## config.mk

```make
export PLATFORM = sky130hd
export DESIGN_NAME = oam_dma_controller_flat
export DESIGN_NICKNAME = d
export VERILOG_FILES = /design/src/rtl/oam_dma_controller_if.sv /design/src/rtl/oam_dma_controller.sv /design/src/flat_wrapper.sv
export SDC_FILE = /design/constraint.sdc
export NUM_CORES = 1
export LEC_CHECK = 0
export ABC_AREA = 1
export CORE_MARGIN = 1.5
export CORE_UTILIZATION = 42
export CTS_CLUSTER_DIAMETER = 150
export DETAILED_ROUTE_END_ITERATION = 10
export PLACE_DENSITY = 0.83
export SLEW_MARGIN = 20
export SYNTH_ARGS = -nofsm -noshare
export SYNTH_HDL_FRONTEND = slang
export SYNTH_SLANG_ARGS = --single-unit
export TNS_END_PERCENT = 20
```

## constraint.sdc

```tcl
create_clock -name I_clock -period 1.5 [get_ports I_clock]
set_clock_uncertainty 0.05 [all_clocks]
set_input_delay 0.3 -clock I_clock [delete_from_list [all_inputs] [get_ports I_clock]]
set_output_delay 0.3 -clock I_clock [all_outputs]
set_load 0.01 [all_outputs]
```

## src/rtl/oam_dma_controller_if.sv

```systemverilog
// Bus bundle between the sprite DMA sequencer and the CPU/bus fabric.
// master = DMA side (snoops CPU, drives the bus), slave = system side.
interface oam_dma_controller_if #(
  parameter int P_addr_width = 16,
  parameter int P_data_width = 8
);
  logic                    I_cpu_write;
  logic [P_addr_width-1:0] I_cpu_addr;
  logic [P_data_width-1:0] I_cpu_data;
  logic                    I_halted;
  logic [P_data_width-1:0] I_bus_data;
  logic                    O_halt;
  logic                    O_bus_own;
  logic [P_addr_width-1:0] O_addr;
  logic [P_data_width-1:0] O_data;
  logic                    O_read;
  logic                    O_write;
  logic                    O_busy;
  logic                    O_done;

  modport master (
    input  I_cpu_write, I_cpu_addr, I_cpu_data, I_halted, I_bus_data,
    output O_halt, O_bus_own, O_addr, O_data, O_read, O_write, O_busy, O_done
  );

  modport slave (
    output I_cpu_write, I_cpu_addr, I_cpu_data, I_halted, I_bus_data,
    input  O_halt, O_bus_own, O_addr, O_data, O_read, O_write, O_busy, O_done
  );
endinterface

```

## src/rtl/oam_dma_controller.sv

```systemverilog
// Sprite DMA: snoops the trigger write, halts the CPU, copies one page into OAM.
// 513/514 owned cycles per transfer; waits indefinitely on the CPU halt acknowledge.
module oam_dma_controller #(
  parameter int                    P_addr_width    = 16,
  parameter int                    P_data_width    = 8,
  parameter logic [P_addr_width-1:0] P_trigger_addr  = 16'h4014,
  parameter logic [P_addr_width-1:0] P_oam_port_addr = 16'h2004,
  parameter int                    P_length        = 256
) (
  input logic                   I_clock,
  input logic                   I_reset,
  oam_dma_controller_if.master  bus
);
  localparam int P_count_width = (P_length > 1) ? $clog2(P_length) : 1;

  typedef enum logic [2:0] {
    ST_IDLE, ST_HALT, ST_DUMMY, ST_ALIGN, ST_READ, ST_WRITE
  } state_t;

  state_t                   state_q, state_d;
  logic [P_data_width-1:0]  page_q;
  logic [P_count_width-1:0] count_q;
  logic [P_data_width-1:0]  byte_q;
  logic                     parity_q;

  logic                    trigger;
  logic                    last_byte;
  logic [P_addr_width-1:0] rd_addr;

  logic                    halt, bus_own, rd, wr, busy, done;
  logic [P_addr_width-1:0] addr;
  logic [P_data_width-1:0] data;

  assign trigger   = (state_q == ST_IDLE) && bus.I_cpu_write && (bus.I_cpu_addr == P_trigger_addr);
  assign last_byte = (count_q == P_count_width'(P_length - 1));
  assign rd_addr   = P_addr_width'({page_q, 8'(count_q)});

  always_ff @(posedge I_clock) begin
    if (I_reset) begin
      state_q  <= ST_IDLE;
      page_q   <= '0;
      count_q  <= '0;
      byte_q   <= '0;
      parity_q <= 1'b0;
    end else begin
      state_q  <= state_d;
      parity_q <= ~parity_q;
      if (trigger) begin
        page_q  <= bus.I_cpu_data;
        count_q <= '0;
      end
      if (state_q == ST_READ)  byte_q  <= bus.I_bus_data;
      if (state_q == ST_WRITE) count_q <= count_q + 1'b1;
    end
  end

  always_comb begin
    state_d = state_q;
    halt    = 1'b0;
    bus_own = 1'b0;
    rd      = 1'b0;
    wr      = 1'b0;
    busy    = 1'b0;
    done    = 1'b0;
    addr    = '0;
    data    = '0;
    case (state_q)
      ST_IDLE: begin
        if (trigger) state_d = ST_HALT;
      end
      ST_HALT: begin
        halt = 1'b1;
        busy = 1'b1;
        if (bus.I_halted) state_d = ST_DUMMY;
      end
      ST_DUMMY: begin
        halt    = 1'b1;
        busy    = 1'b1;
        bus_own = 1'b1;
        // Reads must sit on parity 0; next cycle's parity is the inverse of now.
        state_d = parity_q ? ST_READ : ST_ALIGN;
      end
      ST_ALIGN: begin
        halt    = 1'b1;
        busy    = 1'b1;
        bus_own = 1'b1;
        state_d = ST_READ;
      end
      ST_READ: begin
        halt    = 1'b1;
        busy    = 1'b1;
        bus_own = 1'b1;
        rd      = 1'b1;
        addr    = rd_addr;
        state_d = ST_WRITE;
      end
      ST_WRITE: begin
        halt    = 1'b1;
        busy    = 1'b1;
        bus_own = 1'b1;
        wr      = 1'b1;
        addr    = P_oam_port_addr;
        data    = byte_q;
        if (last_byte) begin
          done    = 1'b1;
          state_d = ST_IDLE;
        end else begin
          state_d = ST_READ;
        end
      end
      default: state_d = ST_IDLE;
    endcase
  end

  assign bus.O_halt    = halt;
  assign bus.O_bus_own = bus_own;
  assign bus.O_addr    = addr;
  assign bus.O_data    = data;
  assign bus.O_read    = rd;
  assign bus.O_write   = wr;
  assign bus.O_busy    = busy;
  assign bus.O_done    = done;
endmodule

```

## src/flat_wrapper.sv

```systemverilog
// flat-port wrapper written by rule: the top's interface ports become plain ports
module oam_dma_controller_flat 
#(
  parameter int                    P_addr_width    = 16,
  parameter int                    P_data_width    = 8,
  parameter logic [P_addr_width-1:0] P_trigger_addr  = 16'h4014,
  parameter logic [P_addr_width-1:0] P_oam_port_addr = 16'h2004,
  parameter int                    P_length        = 256
)
  (I_clock, I_reset, bus_I_cpu_write, bus_I_cpu_addr, bus_I_cpu_data, bus_I_halted, bus_I_bus_data, bus_O_halt, bus_O_bus_own, bus_O_addr, bus_O_data, bus_O_read, bus_O_write, bus_O_busy, bus_O_done);
  oam_dma_controller_if #(.P_addr_width(P_addr_width), .P_data_width(P_data_width)) bus_i ();
  input logic I_clock;
  input logic I_reset;
  input wire logic [$bits(bus_i.I_cpu_write)-1:0] bus_I_cpu_write;
  input wire logic [$bits(bus_i.I_cpu_addr)-1:0] bus_I_cpu_addr;
  input wire logic [$bits(bus_i.I_cpu_data)-1:0] bus_I_cpu_data;
  input wire logic [$bits(bus_i.I_halted)-1:0] bus_I_halted;
  input wire logic [$bits(bus_i.I_bus_data)-1:0] bus_I_bus_data;
  output wire logic [$bits(bus_i.O_halt)-1:0] bus_O_halt;
  output wire logic [$bits(bus_i.O_bus_own)-1:0] bus_O_bus_own;
  output wire logic [$bits(bus_i.O_addr)-1:0] bus_O_addr;
  output wire logic [$bits(bus_i.O_data)-1:0] bus_O_data;
  output wire logic [$bits(bus_i.O_read)-1:0] bus_O_read;
  output wire logic [$bits(bus_i.O_write)-1:0] bus_O_write;
  output wire logic [$bits(bus_i.O_busy)-1:0] bus_O_busy;
  output wire logic [$bits(bus_i.O_done)-1:0] bus_O_done;
  assign bus_i.I_cpu_write = bus_I_cpu_write;
  assign bus_i.I_cpu_addr = bus_I_cpu_addr;
  assign bus_i.I_cpu_data = bus_I_cpu_data;
  assign bus_i.I_halted = bus_I_halted;
  assign bus_i.I_bus_data = bus_I_bus_data;
  assign bus_O_halt = bus_i.O_halt;
  assign bus_O_bus_own = bus_i.O_bus_own;
  assign bus_O_addr = bus_i.O_addr;
  assign bus_O_data = bus_i.O_data;
  assign bus_O_read = bus_i.O_read;
  assign bus_O_write = bus_i.O_write;
  assign bus_O_busy = bus_i.O_busy;
  assign bus_O_done = bus_i.O_done;
  oam_dma_controller #(.P_addr_width(P_addr_width), .P_data_width(P_data_width), .P_trigger_addr(P_trigger_addr), .P_oam_port_addr(P_oam_port_addr), .P_length(P_length)) u_core (.I_clock(I_clock), .I_reset(I_reset), .bus(bus_i));
endmodule
```

==> results of run 1 <==
-- critical path: stages, from the launching register on --
cell and delay, ns:
dfxtp_2 0.36, inv_4 0.08, nand2_4 0.06, nor2_4 0.17, clkinv_4 0.12, buf_12 0.16, nor2_1 0.07, buf_2 0.13
-- cells in the final DEF (no fill, tap or decap), drive strengths merged --
master and n:
nand3 16, o21ai 16, nor3 1, o211ai 3, inv 39, clkdlybuf4s15 1, dfxtp 28, xor2 1
a21oi 17, clkdlybuf4s50 35, buf 65, clkbuf 4, clkinv 1, nand2 37, nor2 61, nand4 2
a31oi 1, nand3b 2, ha 1
-- cell families after synthesis --
kind of cell	after synthesis	share of synthesized area
xor gates and xnor gates	1	0.00574
adders and majority gates	1	0.00820
DFF	28	0.367
AOI/OAI and AO/OA	37	0.132
and+or+nand+nor	119	0.343
buffers and inverters	49	0.143
-- worst max-delay path by stage --
stage,startpoint,cells after the start,slack [ns],end
2_1_floorplan,u_core.state_q[1]$_SDFFE_PP0P_,7,0.01,bus_O_halt
3_3_place_gp,u_core.state_q[0]$_SDFFE_PP0P_,6,-0.33,bus_O_addr[13]
3_5_place_dp,u_core.state_q[0]$_SDFFE_PP0P_,6,-0.36,bus_O_addr[13]
4_1_cts,u_core.state_q[0]$_SDFFE_PP0P_,6,-0.31,bus_O_done
5_1_grt,u_core.state_q[0]$_SDFFE_PP0P_,7,-0.42,bus_O_addr[15]
6_report,u_core.state_q[1]$_SDFFE_PP0P_,7,-0.36,bus_O_addr[14]
-- power by group through the flow --
| stage | registers, mW | logic (mW) | clock network (mW) |
|---|---|---|---|
| 5_1_grt | 0.748 | 0.138 | 0.424 |
| 2_1_floorplan | 0.763 | 0.0287 | 0 |
| 4_1_cts | 0.747 | 0.127 | 0.388 |
| 3_3_place_gp | 0.763 | 0.125 | 0 |
| 3_5_place_dp | 0.763 | 0.126 | 0 |
| 6_report | 0.747 | 0.127 | 0.379 |
-- stage by stage --
stage	hold slack, ns	std cells	setup WS [ns]	utilization	area, um2
after floorplan	0.360	235	0.0124	-	1540
after global placement	0.369	366	-0.330	0.710	2430
after detailed placement	0.382	366	-0.358	0.710	2430
after CTS	0.401	375	-0.308	0.701	2390
after global routing	0.423	377	-0.420	0.721	2460
final	0.399	377	-0.356	0.721	2460
-- sequential cells by signal (all words and copies together), names as in the netlist --
register	flops
u_core.byte_q	8
u_core.page_q	8
u_core.parity_q	1
u_core.state_q	3
u_core.count_q	8
-- layout make-up --
class	count	share of cell area
Tap cell	46	0.0234
Timing Repair Buffer	101	0.336
Multi-Input combinational cell	158	0.327
Timing Repair inverter	1	0.00356
Sequential cell	28	0.230
Inverter	39	0.0656
Clock buffer	4	0.0147
-- metal layers --
layer | vias up | share of wire | global-route usage
met5 | - | 0 | 0
met4 | 0 | 0.013 | 0.0571
met3 | 5 | 0.066 | 0.0429
met2 | 60 | 0.48 | 0.376
met1 | 765 | 0.44 | 0.245
li1 | 921 | - | -
-- repair_timing --
item	in CTS	in global routing
pin swaps	6	7
setup endpoints to repair	30	39
gates cloned	1	0
hold endpoints to repair	0	0
setup buffers	4	2
gates resized for setup	134	18
==> impl_metrics.json, run 1 <==
{
  "synth_commonest_cells": "nor2_1, inv_1, nand2_1",
  "p_switching_mw": 0.269,
  "ff2ff_path_depth": 8,
  "synthTopCellsByArea": "dfxtp_1, nor2_1, inv_1",
  "hold_depth": 1,
  "fin_ws_ns": -0.356,
  "period_share": 1.24,
  "power_density_nw_per_um2": 509,
  "hold_viol_final": 0,
  "grt_pass1_vias": 1578,
  "io_buffers": 65,
  "vias_per_cell": 4.64,
  "synth_top_area_share": 0.367,
  "cts_buffers": 3,
  "cp.required_ns": 1.15,
  "crit_arrival_ns": 1.51,
  "core-area_um2": 3420,
  "grt_start_max_net_pins": 21,
  "ys_seq_area_frac": 0.367,
  "htree_levels": 1,
  "hp-start": "u_core.parity_q$_SDFF_PP0_",
  "p_leak_nw": 1.15,
  "yosys_warnings": 0,
  "dieWidth_um": 63.3,
  "seq_area_um2": 566,
  "rsz0062_at_grt": "yes",
  "switching_share": 0.215,
  "ys_ff_latch": 28,
  "antenna_found_initial": 0,
  "worstPathMaxFanout": 8,
  "ir_drop_mv": 0.508,
  "drc_errors": 0,
  "slew-limit-headroom": 0.625,
  "dpl.hpwl_mm": 2.90,
  "pwr-share-seq": 0.596,
  "layout-drive-gt1-share": 0.317,
  "reg2reg_setup_slack_ns": 0.09,
  "insertion_delay_ns": 0.35,
  "comb_power_share": 0.101,
  "slew_violations": 0,
  "async_flop_share": 0,
  "synth.distinct_cells": 26,
  "synth_most_common_cell": "nor2_1",
  "synth.largest_area_cell": "dfxtp_1",
  "nFillCells": 291,
  "cts_root_buf": "clkbuf_4",
  "routabilityCongestion": 0.838,
  "syn_area_um2": 1530,
  "ctsHoldBuffers": 0,
  "rows": 21,
  "diodes": 0,
  "dr.pass1.iters": 4,
  "grt_use_total": 0.207,
  "drtIter0Drc": 79,
  "grt_pass1_wl_mm": 6.69,
  "min_path_type": "reg2reg",
  "synth-edff-count": 0,
  "worstReg2RegEnd": "u_core.count_q[3]$_SDFFE_PP0P_",
  "endpoint_kind": "output pin",
  "cap_violations": 0,
  "areaGrowthSynthToFinish_pct": 61.2,
  "path_clk_slew_ns": 0.15,
  "syn_area_per_cell_um2": 6.50,
  "synthFlopType": "dfxtp_1",
  "period_minus_slack_ns": 1.86,
  "cts.sinks": 28,
  "die_h_um": 63.3,
  "cp-start-kind": "register",
  "multi_input_area_um2": 806,
  "worstHoldEndpoint": "u_core.parity_q$_SDFF_PP0_",
  "grt_overflow": 0,
  "power_mw": 1.25,
  "fin_nets": 369,
  "cts_tree": "built",
  "detail-route-antenna-nets": 0,
  "violations": "negative setup slack",
  "wl_mm": 4.02,
  "syn_inst": 235,
  "timing.rr.start": "u_core.state_q[0]$_SDFFE_PP0P_",
  "internal-power_mw": 0.984,
  "dieArea_um2": 4000,
  "setup-violations-final": 30,
  "num_vias": 1751,
  "design.portCount": 66,
  "worst_pin_slew_ns": 0.561,
  "outcome": "complete, but fails checks",
  "syn_nets": 272,
  "p_clk_frac": 0.303,
  "cts_buffer_depth": 2,
  "timing.fmax_mhz": 539,
  "start_util": 0.447,
  "avgRoutedWirePerCell_um": 10.7,
  "path_class": "reg2out",
  "finalSetupTns_ns": -7.32
}
(Power assumes the default switching activity.)
==> inputs of run 2 (changes only) <==
==> constraint.sdc (replaced) <==
create_clock -name I_clock -period 1.5 [get_ports I_clock]
set_clock_uncertainty 0.05 [all_clocks]
set_input_delay 0.375 -clock I_clock [delete_from_list [all_inputs] [get_ports I_clock]]
set_output_delay 0.375 -clock I_clock [all_outputs]
set_load 0.01 [all_outputs]
==> impl_metrics.json, run 2 (same netlist as run 1, synthesis figures left out) <==
{
  "cts_buffers": 3,
  "dpl_worst_slack_ns": -0.453,
  "detail-route-antenna-nets": 0,
  "rsz0062_at_grt": "yes",
  "ctsHoldBuffers": 0,
  "holdWs_ns": 0.414,
  "grt.busiest_layer": "met2",
  "fin_ws_ns": -0.474,
  "cap_violations": 0,
  "placed_cell_area_um2": 2440,
  "num_vias": 1842,
  "min_path_type": "reg2reg",
  "worstPathMaxFanout": 7,
  "layout_common_cells": "nor2_1, buf_4, clkdlybuf4s50_1",
  "avgRoutedWirePerCell_um": 12.3,
  "worstReg2RegEnd": "u_core.byte_q[3]$_SDFFE_PP0N_",
  "rows": 21,
  "path_class": "reg2out",
  "post-route-util": 0.769,
  "diodes": 0,
  "htree_levels": 1,
  "layout-drive-gt1-share": 0.372,
  "grt_pass1_vias": 1779,
  "reg2reg_setup_slack_ns": -0.03,
  "path_clk_slew_ns": 0.17,
  "drc_errors": 0,
  "cts_tree": "built",
  "finish.instance_area_um2": 2630,
  "gr-usage-met3": 0.0286,
  "dieArea_um2": 4000,
  "dieWidth_um": 63.3,
  "final_common_cell": "nor2_1",
  "antenna_found_initial": 0,
  "die_h_um": 63.3,
  "period_share": 1.32,
  "cts_buffer_depth": 2,
  "timing.rr.start": "u_core.state_q[1]$_SDFFE_PP0P_",
  "start_util": 0.447,
  "power_density_nw_per_um2": 540,
  "cp-start-kind": "register",
  "startpoint": "u_core.state_q[0]$_SDFFE_PP0P_",
  "violations": "negative setup slack",
  "worst_pin_slew_ns": 0.264,
  "slew-limit-headroom": 0.823,
  "grt_use_met2": 0.448,
  "design.portCount": 66,
  "grt_start_max_net_pins": 17,
  "dr.pass1.iters": 4,
  "routabilityCongestion": 0.828,
  "ff2ff_path_depth": 10,
  "io_buffers": 65,
  "grt_pass1_wl_mm": 7.62,
  "setup-violations-final": 31,
  "slew_violations": 0,
  "timing.critical_path.to": "bus_O_write",
  "crit_arrival_ns": 1.55,
  "vias_per_cell": 4.78,
  "endpoint_kind": "output pin",
  "period_minus_slack_ns": 1.97,
  "wl_mm": 4.73,
  "areaGrowthSynthToFinish_pct": 72.0,
  "ir_drop_mv": 0.531,
  "reg_top3": "u_core.byte_q: 8 flops, u_core.count_q: 8 flops, u_core.page_q: 8 flops",
  "dpl.hpwl_mm": 3.00,
  "grt_overflow": 0,
  "cts.sinks": 28,
  "fin_nets": 377,
  "drtIter0Drc": 115,
  "core-area_um2": 3420,
  "insertion_delay_ns": 0.36,
  "cp.required_ns": 1.07,
  "hold_viol_final": 0,
  "hp-start": "u_core.byte_q[2]$_SDFFE_PP0N_",
  "cts_root_buf": "clkbuf_4",
  "timing.fmax_mhz": 507,
  "grt_use_total": 0.237,
  "p_leak_nw": 1.21,
  "outcome": "complete, but fails checks",
  "use_met1": 0.272
}
run 2: per-layer routing:
layer / up-vias / part of all wire
li1: 937 / -
met5: - / 0
met2: 76 / 0.51
met1: 822 / 0.41
met3: 7 / 0.065
met4: 0 / 0.013
run 2: final cells by class:
type / count / area (um2)
Clock buffer: 3 / 22.5
Clock inverter: 1 / 30.0
Fill cell: 241 / 790
Inverter: 39 / 174
Multi-Input combinational cell: 158 / 858
Sequential cell: 28 / 569
Tap cell: 46 / 57.6
Timing Repair Buffer: 109 / 908
Timing Repair inverter: 1 / 6.26
run 2: worst min-delay path by stage:
stage | cells past startpoint | end | slack (ns)
detailed placement | 1 | u_core.parity_q$_SDFF_PP0_ | 0.38
finish | 2 | u_core.byte_q[2]$_SDFFE_PP0N_ | 0.41
global route | 1 | u_core.parity_q$_SDFF_PP0_ | 0.44
floorplan | 1 | u_core.parity_q$_SDFF_PP0_ | 0.36
CTS | 2 | u_core.byte_q[6]$_SDFFE_PP0N_ | 0.42
global placement | 1 | u_core.parity_q$_SDFF_PP0_ | 0.37
run 2: report_power, final:
part	switching (mW)	internal [mW]	total, mW
clock	0.261	0.271	0.532
combinational	0.0431	0.0982	0.141
sequential	0.00158	0.744	0.746
total	0.306	1.11	1.42
run 2: per-stage QoR:
stage	setup TNS, ns	total power [mW]	std cells
6_report	-10.73	1.42	385
5_1_grt	-13.00	1.49	385
4_1_cts	-8.90	1.41	380
3_5_place_dp	-12.83	0.898	367
3_3_place_gp	-11.59	0.897	367
2_1_floorplan	-0.456	0.792	235
run 2: worst max-delay path, stage by stage (launching register included):
cell             delay [ns]
dfxtp_4                0.40
buf_4                  0.11
nand2_2                0.10
nor2_8                 0.16
buf_4                  0.18
clkdlybuf4s15_2        0.23
run 2: what timing repair did:
| action | in CTS | in global routing |
|---|---|---|
| cloned | 1 | 0 |
| gates resized for setup | 131 | 47 |
| endpoints found under the setup margin | 30 | 51 |
| pin swaps | 4 | 6 |
| endpoints found under the hold margin | 0 | 0 |
| setup buffers | 8 | 5 |
==> inputs of run 3 (changes only) <==
RECOVER_POWER = 100   (was default)
==> impl_metrics.json, run 3 (same netlist as run 1, synthesis figures left out) <==
{
  "outcome": "complete, but fails checks",
  "violations": "negative setup slack",
  "avgRoutedWirePerCell_um": 12.2,
  "period_minus_slack_ns": 1.97,
  "routabilityCongestion": 0.828,
  "fin_nets": 377,
  "die_h_um": 63.3,
  "layout_common_cells": "nor2_1, buf_4, clkdlybuf4s50_1",
  "drc_errors": 0,
  "core-area_um2": 3420,
  "dieArea_um2": 4000,
  "cap_violations": 0,
  "hold_viol_final": 0,
  "reg2reg_setup_slack_ns": -0.03,
  "grt_use_total": 0.237,
  "wl_mm": 4.71,
  "dr.pass1.iters": 4,
  "period_share": 1.31,
  "fin_ws_ns": -0.469,
  "ff2ff_path_depth": 10,
  "power_density_nw_per_um2": 539,
  "min_path_type": "reg2reg",
  "dpl_worst_slack_ns": -0.453,
  "htree_levels": 1,
  "setup-violations-final": 32,
  "diodes": 0,
  "cts.sinks": 28,
  "areaGrowthSynthToFinish_pct": 71.8,
  "rsz0062_at_grt": "yes",
  "detail-route-antenna-nets": 0,
  "grt_use_met2": 0.448,
  "endpoint_kind": "output pin",
  "path_clk_slew_ns": 0.16,
  "insertion_delay_ns": 0.36,
  "worst_pin_slew_ns": 0.504,
  "reg_top3": "u_core.byte_q: 8 flops, u_core.count_q: 8 flops, u_core.page_q: 8 flops",
  "p_leak_nw": 1.21,
  "final_common_cell": "nor2_1",
  "cts_buffers": 3,
  "antenna_found_initial": 0,
  "cp-start-kind": "register",
  "worstReg2RegEnd": "u_core.byte_q[3]$_SDFFE_PP0N_",
  "crit_arrival_ns": 1.54,
  "grt_pass1_vias": 1779,
  "startpoint": "u_core.state_q[0]$_SDFFE_PP0P_",
  "layout-drive-gt1-share": 0.369,
  "timing.fmax_mhz": 508,
  "io_buffers": 65,
  "gr-usage-met3": 0.0286,
  "dieWidth_um": 63.3,
  "finalSetupTns_ns": -10.62,
  "ir_drop_mv": 0.525,
  "cp.required_ns": 1.07,
  "dpl.hpwl_mm": 3.00,
  "start_util": 0.447,
  "drtIter0Drc": 119,
  "cts_buffer_depth": 2,
  "timing.rr.start": "u_core.state_q[1]$_SDFFE_PP0P_",
  "post-route-util": 0.768,
  "num_vias": 1844,
  "cts_tree": "built",
  "timing.critical_path.to": "bus_O_write",
  "design.portCount": 66,
  "grt_start_max_net_pins": 17,
  "power_mw": 1.41,
  "grt.busiest_layer": "met2",
  "worstPathMaxFanout": 7,
  "use_met1": 0.272,
  "cts_root_buf": "clkbuf_4",
  "vias_per_cell": 4.79,
  "slew-limit-headroom": 0.664,
  "rows": 21,
  "slew_violations": 0,
  "path_class": "reg2out",
  "grt_overflow": 0,
  "grt_pass1_wl_mm": 7.62
}
run 3: cell count changes in the layout (fill, tap and decap cells not counted), sizes merged:
cell    delta
buf        -1
clkbuf     +1
run 3: worst min-delay path by stage:
stage	depth (start not counted)	startpoint	slack [ns]	to
CTS	2	u_core.byte_q[6]$_SDFFE_PP0N_	0.42	u_core.byte_q[6]$_SDFFE_PP0N_
finish	2	u_core.byte_q[2]$_SDFFE_PP0N_	0.41	u_core.byte_q[2]$_SDFFE_PP0N_
global placement	1	u_core.parity_q$_SDFF_PP0_	0.37	u_core.parity_q$_SDFF_PP0_
floorplan	1	u_core.parity_q$_SDFF_PP0_	0.36	u_core.parity_q$_SDFF_PP0_
detailed placement	1	u_core.parity_q$_SDFF_PP0_	0.38	u_core.parity_q$_SDFF_PP0_
global route	1	u_core.parity_q$_SDFF_PP0_	0.44	u_core.parity_q$_SDFF_PP0_
run 3: worst max-delay path, stage by stage, from the launching register on:
cell	delay, ns
dfxtp_4	0.40
buf_4	0.11
nand2_2	0.10
nor2_8	0.15
buf_4	0.18
clkdlybuf4s15_2	0.23
run 3: repair_timing:
action | CTS | global route
hold buffers | 0 | 0
gates resized for setup | 131 | 47
gates cloned | 1 | 0
endpoints found under the setup margin | 30 | 51
buffers inserted | 8 | 5
pin swaps | 4 | 6
run 3: final cells by class:
class / count / area (um2)
repair inverters: 1 / 6.26
clock buffers: 3 / 22.5
fillers: 242 / 793
inverters: 39 / 174
well taps: 46 / 57.6
flip-flops and latches: 28 / 569
multi-input cells: 158 / 858
clock inverters: 1 / 30.0
repair buffers: 109 / 905
run 3: per-layer routing:
metal  vias to the layer above  routed length [um]
li1                        937                   -
met1                       824                1920
met2                        76                2420
met3                         7                 312
met4                         0                  62
met5                         -                   0
run 3: power breakdown:
group | switching [mW] | internal [mW]
Clock | 0.257 | 0.271
Sequential | 0.00160 | 0.744
Combinational | 0.0431 | 0.0970
Total | 0.302 | 1.11
run 3: per-stage QoR:
| step | instances | area [um2] | hold WS, ns |
|---|---|---|---|
| 2_1_floorplan | 235 | 1550 | 0.360 |
| 3_3_place_gp | 367 | 2440 | 0.372 |
| 3_5_place_dp | 367 | 2440 | 0.385 |
| 4_1_cts | 380 | 2510 | 0.416 |
| 5_1_grt | 385 | 2620 | 0.444 |
| 6_report | 385 | 2620 | 0.414 |
==> RTL edit 1: new RTL, flow settings as in run 1 <==
The 6 states of `state_t` get a one-hot encoding in 6 bits.
--- a/src/rtl/oam_dma_controller.sv
+++ b/src/rtl/oam_dma_controller.sv
@@ -15,4 +15,4 @@
 
-  typedef enum logic [2:0] {
-    ST_IDLE, ST_HALT, ST_DUMMY, ST_ALIGN, ST_READ, ST_WRITE
+  typedef enum logic [5:0] {
+    ST_IDLE = 6'b000001, ST_HALT = 6'b000010, ST_DUMMY = 6'b000100, ST_ALIGN = 6'b001000, ST_READ = 6'b010000, ST_WRITE = 6'b100000
   } state_t;
Behaviour: same outputs for any inputs over 10 cycles, from zero or initial values and one cycle with I_reset high; not proved beyond that.
==> RTL edit 1 against run 1 <==
The run still ends with setup timing left. Worst setup slack improved by 49 ps. Synthesized cell count rose by 6.0%. Sequential cell count is 3 higher. Synthesized area is 5.8% higher. Global-route usage rose by 2.5 points. Worst hold slack improved by 6.1 ps. Power increased by 33%. Core utilization increased by 5.0 points. Design area rose by 15%. Wire length grew 30%. Critical endpoint is now bus_O_done.
==> RTL edit 1: results (changes against run 1) <==
critical_path:
  cp_max_fo: 2  # -6
  reg2reg_from: "u_core.count_q[0]$_SDFFE_PP0P_"
  rrSetupSlack_ps: -230  # -320 ps
  worstPathArrival_ps: 1460  # -50 ps
  r2r-end: "u_core.state_q[0]$_SDFFE_PP1P_"
clock_network:
  cts_made_buffers: 5  # +2
  clkTransAtPathRegs_ps: 60  # -90 ps
  cts_max_level: 2  # +1
yosys:
  synth-seq-area-share_pct: 38.4  # +1.7 points
  synth.net_count: 286  # +5.1%
  synth.area.top_cells: "dfxtp_1, nor2_1, inv_1"
  netlist-cell-type-count: 25  # -3.8%
sta:
  tns_ps: -7980  # -653 ps
  finalWorstSetupSlack_ps: -307  # +48.9 ps
  setup_viol: 37  # +23%
  worst-slew-pin-transition_ps: 227  # -335 ps
cells_and_area:
  drive_gt1_share_pct: 37.1  # +5.4 points
  final_nets: 393  # +6.5%
  nFillCells: 259  # -11%
  fin_cells: 404  # +7.2%
outcome:
  outcome: "finished with violations"
  violations: "setup timing"
route:
  dr_total_vias: 1952  # +11%
place:
  hpwl_um: 3210  # +11%
  gp_congestion: 0.853  # +1.7%
  dp_cells: 384  # +4.9%
global_routing:
  grt_pass1_vias: 1802  # +14%
  grt_first_pass_wirelength_um: 7690  # +15%
  grt_max_degree: 19  # -9.5%
power:
  irDropWorstVdd_v: 0.000471  # -7.4%
  netSwitchingPower_uw: 367  # +36%
RTL edit 1: layout make-up:
cell class	count	area (µm²)	area share (%)
multi-input combinational	161	928	32.7
clock inverter	1	5.00	0.176
timing repair buffer	110	956	33.6
sequential	31	628	22.1
clock buffer	6	82.6	2.91
tap	48	60.1	2.11
inverter	47	181	6.38
RTL edit 1: cells by family (layout without fill, tap and decap cells):
logic type / Yosys count / in the layout / share of synthesized area (%)
adders and majority gates: 1 / 1 / 0.774
AOI/OAI and AO/OA: 39 / 39 / 12.9
and+or+nand+nor: 121 / 121 / 33.2
buffers and inverters: 57 / 164 / 14.8
DFF: 31 / 31 / 38.4
RTL edit 1: power by group through the flow:
stage | clock, mW | sequential [mW] | combinational (mW)
after global placement | 0 | 0.849 | 0.170
after floorplan | 0 | 0.849 | 0.0569
final | 0.645 | 0.830 | 0.196
after CTS | 0.660 | 0.831 | 0.177
after detailed placement | 0 | 0.850 | 0.173
after global routing | 0.705 | 0.830 | 0.213
RTL edit 1: timing repair:
item                                    CTS  global route
pin swaps                                 6             7
gates resized for setup                 148            53
gates cloned                              0             1
buffers inserted                          7             5
endpoints found under the setup margin   30            52
RTL edit 1: critical path, cell delays in order (launching register included):
cell and delay, ps:
dfxtp_2 360, ha_4 160, nand3_4 90, nor2_4 140, nand3_4 100, nor2_4 110, nand2_2 70, inv_2 50
buf_6 90
RTL edit 1: per-layer routing:
| metal | vias to the layer above | wire (µm) | track usage [%] |
|---|---|---|---|
| met1 | 906 | 2040 | 25.5 |
| met2 | 59 | 2830 | 43.3 |
| met4 | 0 | 44 | 8.07 |
| li1 | 980 | - | - |
| met5 | - | 0 | 0 |
| met3 | 7 | 301 | 5.21 |
RTL edit 1: through the flow:
step	setup WS (ps)	power [mW]	hold WS, ps
finish	-307	1.67	405
global route	-371	1.75	434
global placement	-429	1.02	382
detailed placement	-501	1.02	382
floorplan	14.9	0.906	364
CTS	-343	1.67	393
RTL edit 1: worst max path at each step:
stage | slack (ps) | end | depth (start not counted) | start
after detailed placement | -500 | bus_O_done | 8 | u_core.count_q[1]$_SDFFE_PP0P_
after CTS | -340 | bus_O_done | 8 | u_core.count_q[1]$_SDFFE_PP0P_
after global placement | -430 | bus_O_done | 8 | u_core.count_q[1]$_SDFFE_PP0P_
after floorplan | 10 | bus_O_done | 7 | u_core.count_q[1]$_SDFFE_PP0P_
final | -310 | bus_O_done | 8 | u_core.count_q[0]$_SDFFE_PP0P_
after global routing | -370 | bus_O_done | 8 | u_core.count_q[0]$_SDFFE_PP0P_
==> RTL edit 2: new RTL, settings of run 1 <==
Made on the original files. `P_data_width` is set to 8 in 3 places; all go to 6.
--- a/src/rtl/oam_dma_controller_if.sv
+++ b/src/rtl/oam_dma_controller_if.sv
@@ -4,3 +4,3 @@
   parameter int P_addr_width = 16,
-  parameter int P_data_width = 8
+  parameter int P_data_width = 6
 );
--- a/src/rtl/oam_dma_controller.sv
+++ b/src/rtl/oam_dma_controller.sv
@@ -4,3 +4,3 @@
   parameter int                    P_addr_width    = 16,
-  parameter int                    P_data_width    = 8,
+  parameter int                    P_data_width    = 6,
   parameter logic [P_addr_width-1:0] P_trigger_addr  = 16'h4014,
--- a/src/flat_wrapper.sv
+++ b/src/flat_wrapper.sv
@@ -4,3 +4,3 @@
   parameter int                    P_addr_width    = 16,
-  parameter int                    P_data_width    = 8,
+  parameter int                    P_data_width    = 6,
   parameter logic [P_addr_width-1:0] P_trigger_addr  = 16'h4014,
Interface: changed (resized bus_I_bus_data, bus_I_cpu_data and bus_O_data); port bits go from 66 to 60. The function was not compared with the original's and may differ.
==> RTL edit 2 against run 1 <==
The flow still finishes with violations (setup timing). Critical path depth increased by 1. Non-clock buffer count decreased by 10. Synthesized area decreased by 14%. Core utilization increased by 1.6 points. Sequential cell count decreased by 4. Design area decreased by 10%. Sequential share of layout area decreased by 0.75 points. Power decreased by 1.3%. Wire length increased by 2.2%. Die area decreased by 14%. Worst setup slack got worse by 65 ps. First-iteration DRC count decreased by 5.1%. Register-to-register slack got worse by 30 ps. Sequential power decreased by 15%. Highest routed layer unchanged.
==> RTL edit 2: results (changes against run 1) <==
power:
  irDropWorstVdd_v: 0.000343  # -33%
  p_leak_nw: 1.01  # -12%
clock_network:
  clock_latency_ps: 330  # -20 ps
  cts.sinks: 24  # -14%
  cts-resized-gates: 90  # -33%
  postCtsSetupRepairBufs: 2  # -2
global_routing:
  grt_usage_pct: 22.8  # +2.1 points
  grt_util_met3_pct: 3.74  # -0.55 points
  use_met1_pct: 26.1  # +1.6 points
  antenna_found_initial: 0  # unchanged
  use_met2_pct: 42.5  # +4.9 points
  grt_pass1_vias: 1429  # -9.4%
  grt.overflow.total: 0  # unchanged
  grt_max_degree: 17  # -19%
  grt_first_pass_wirelength_um: 6040  # -9.7%
cells_and_area:
  top_regs: "u_core.count_q: 8 flops, u_core.byte_q: 6 flops, u_core.page_q: 6 flops"
  n_antenna_cell: 0  # unchanged
  stdcell_area_um2: 2210  # -10%
  final_nets: 333  # -9.8%
  nFillCells: 250  # -14%
  drive_gt1_share_pct: 34.1  # +2.4 points
critical_path:
  r2r-end: "u_core.count_q[7]$_SDFFE_PP0P_"
  max_stage_delay_ps: 390  # +30 ps
  cp_max_fo: 2  # -6
  r2r_cells: 9  # +1
  rrSetupSlack_ps: 60  # -30 ps
  worstPathArrival_ps: 1570  # +60 ps
  critPathTopFamily: "simple AND/OR/NAND/NOR gates"
yosys:
  synth.area.top_cells: "dfxtp_1, nor2_1, nand2_1"
  async_flop_share_pct: 0  # unchanged
  synth-seq-area-share_pct: 36.8  # +0.060 points
  netlist-cell-type-count: 20  # -23%
  synthFlopType: "dfxtp_1"
  synth_commonest_cells: "nor2_1, nand2_1, inv_1"
place:
  place_area_um2: 2090  # -14%
  hpwl_um: 2790  # -3.7%
  gp_congestion: 0.883  # +5.4%
  io_buffer_count: 57  # -12%
min_path:
  hold_path_depth: 2  # +1
  holdPathEnd: "u_core.byte_q[3]$_SDFFE_PP0N_"
  hold_path.startpoint: "u_core.byte_q[3]$_SDFFE_PP0N_"
route:
  finalWirelength_um: 4110  # +2.2%
  dr_total_vias: 1646  # -6.0%
  met2_length_um: 2230  # +15%
  wl_met1_um: 1560  # -11%
  dr.first_iter.drc_count: 75  # -5.1%
  route.met3.wl_um: 254  # -4.9%
sta:
  timing.hold.ws_ps: 420  # +21.2 ps
  finalWorstSetupSlack_ps: -421  # -64.9 ps
  setup_viol: 26  # -13%
outcome:
  outcome: "finished with violations"
  violations: "setup timing"
RTL edit 2: cell type report:
type	count	share of cell area (%)
clock inverter	1	1.36
clock buffer	3	1.02
multi-input combinational	147	34.4
inverter	33	5.71
tap	33	1.87
timing repair buffer	91	33.4
sequential	24	22.2
RTL edit 2: stage by stage:
stage          TNS (ps)  cells
6_report          -4360    332
5_1_grt           -5980    332
4_1_cts           -6940    327
3_5_place_dp      -9090    321
3_3_place_gp      -8580    321
2_1_floorplan         0    213
RTL edit 2: kinds of logic (layout without fill, tap and decap cells):
family	after synthesis	count (layout)	synth area share (%)
adders and majority gates	1	1	0.958
DFF	24	24	36.8
other	1	2	0.287
AOI/OAI and AO/OA	33	33	13.1
and+or+nand+nor	111	111	35.1
buffers and inverters	42	128	13.8
RTL edit 2: worst reg2reg max path, cell delays in order (launching register included):
cell and delay, ps:
dfxtp_2 380, buf_6 130, nand3_4 120, inv_4 110, buf_6 100, buf_4 150
nand4_1 120, nand2_1 80, nand3_1 60, nor2_1 100
RTL edit 2: worst max path at each step:
stage                                         startpoint    endpoint  slack, ps  cells past startpoint
after floorplan           u_core.state_q[0]$_SDFFE_PP0P_  bus_O_halt          2                      6
after global placement    u_core.count_q[0]$_SDFFE_PP0P_  bus_O_done       -340                      8
after detailed placement  u_core.count_q[0]$_SDFFE_PP0P_  bus_O_done       -420                      8
after CTS                 u_core.count_q[0]$_SDFFE_PP0P_  bus_O_done       -320                      8
after global routing      u_core.count_q[1]$_SDFFE_PP0P_  bus_O_done       -510                      8
final                     u_core.count_q[1]$_SDFFE_PP0P_  bus_O_done       -420                      8
RTL edit 2: power breakdown:
group	internal [mW]	switching, mW
logic	0.0794	0.0347
registers	0.636	0.00245
clock network	0.271	0.214
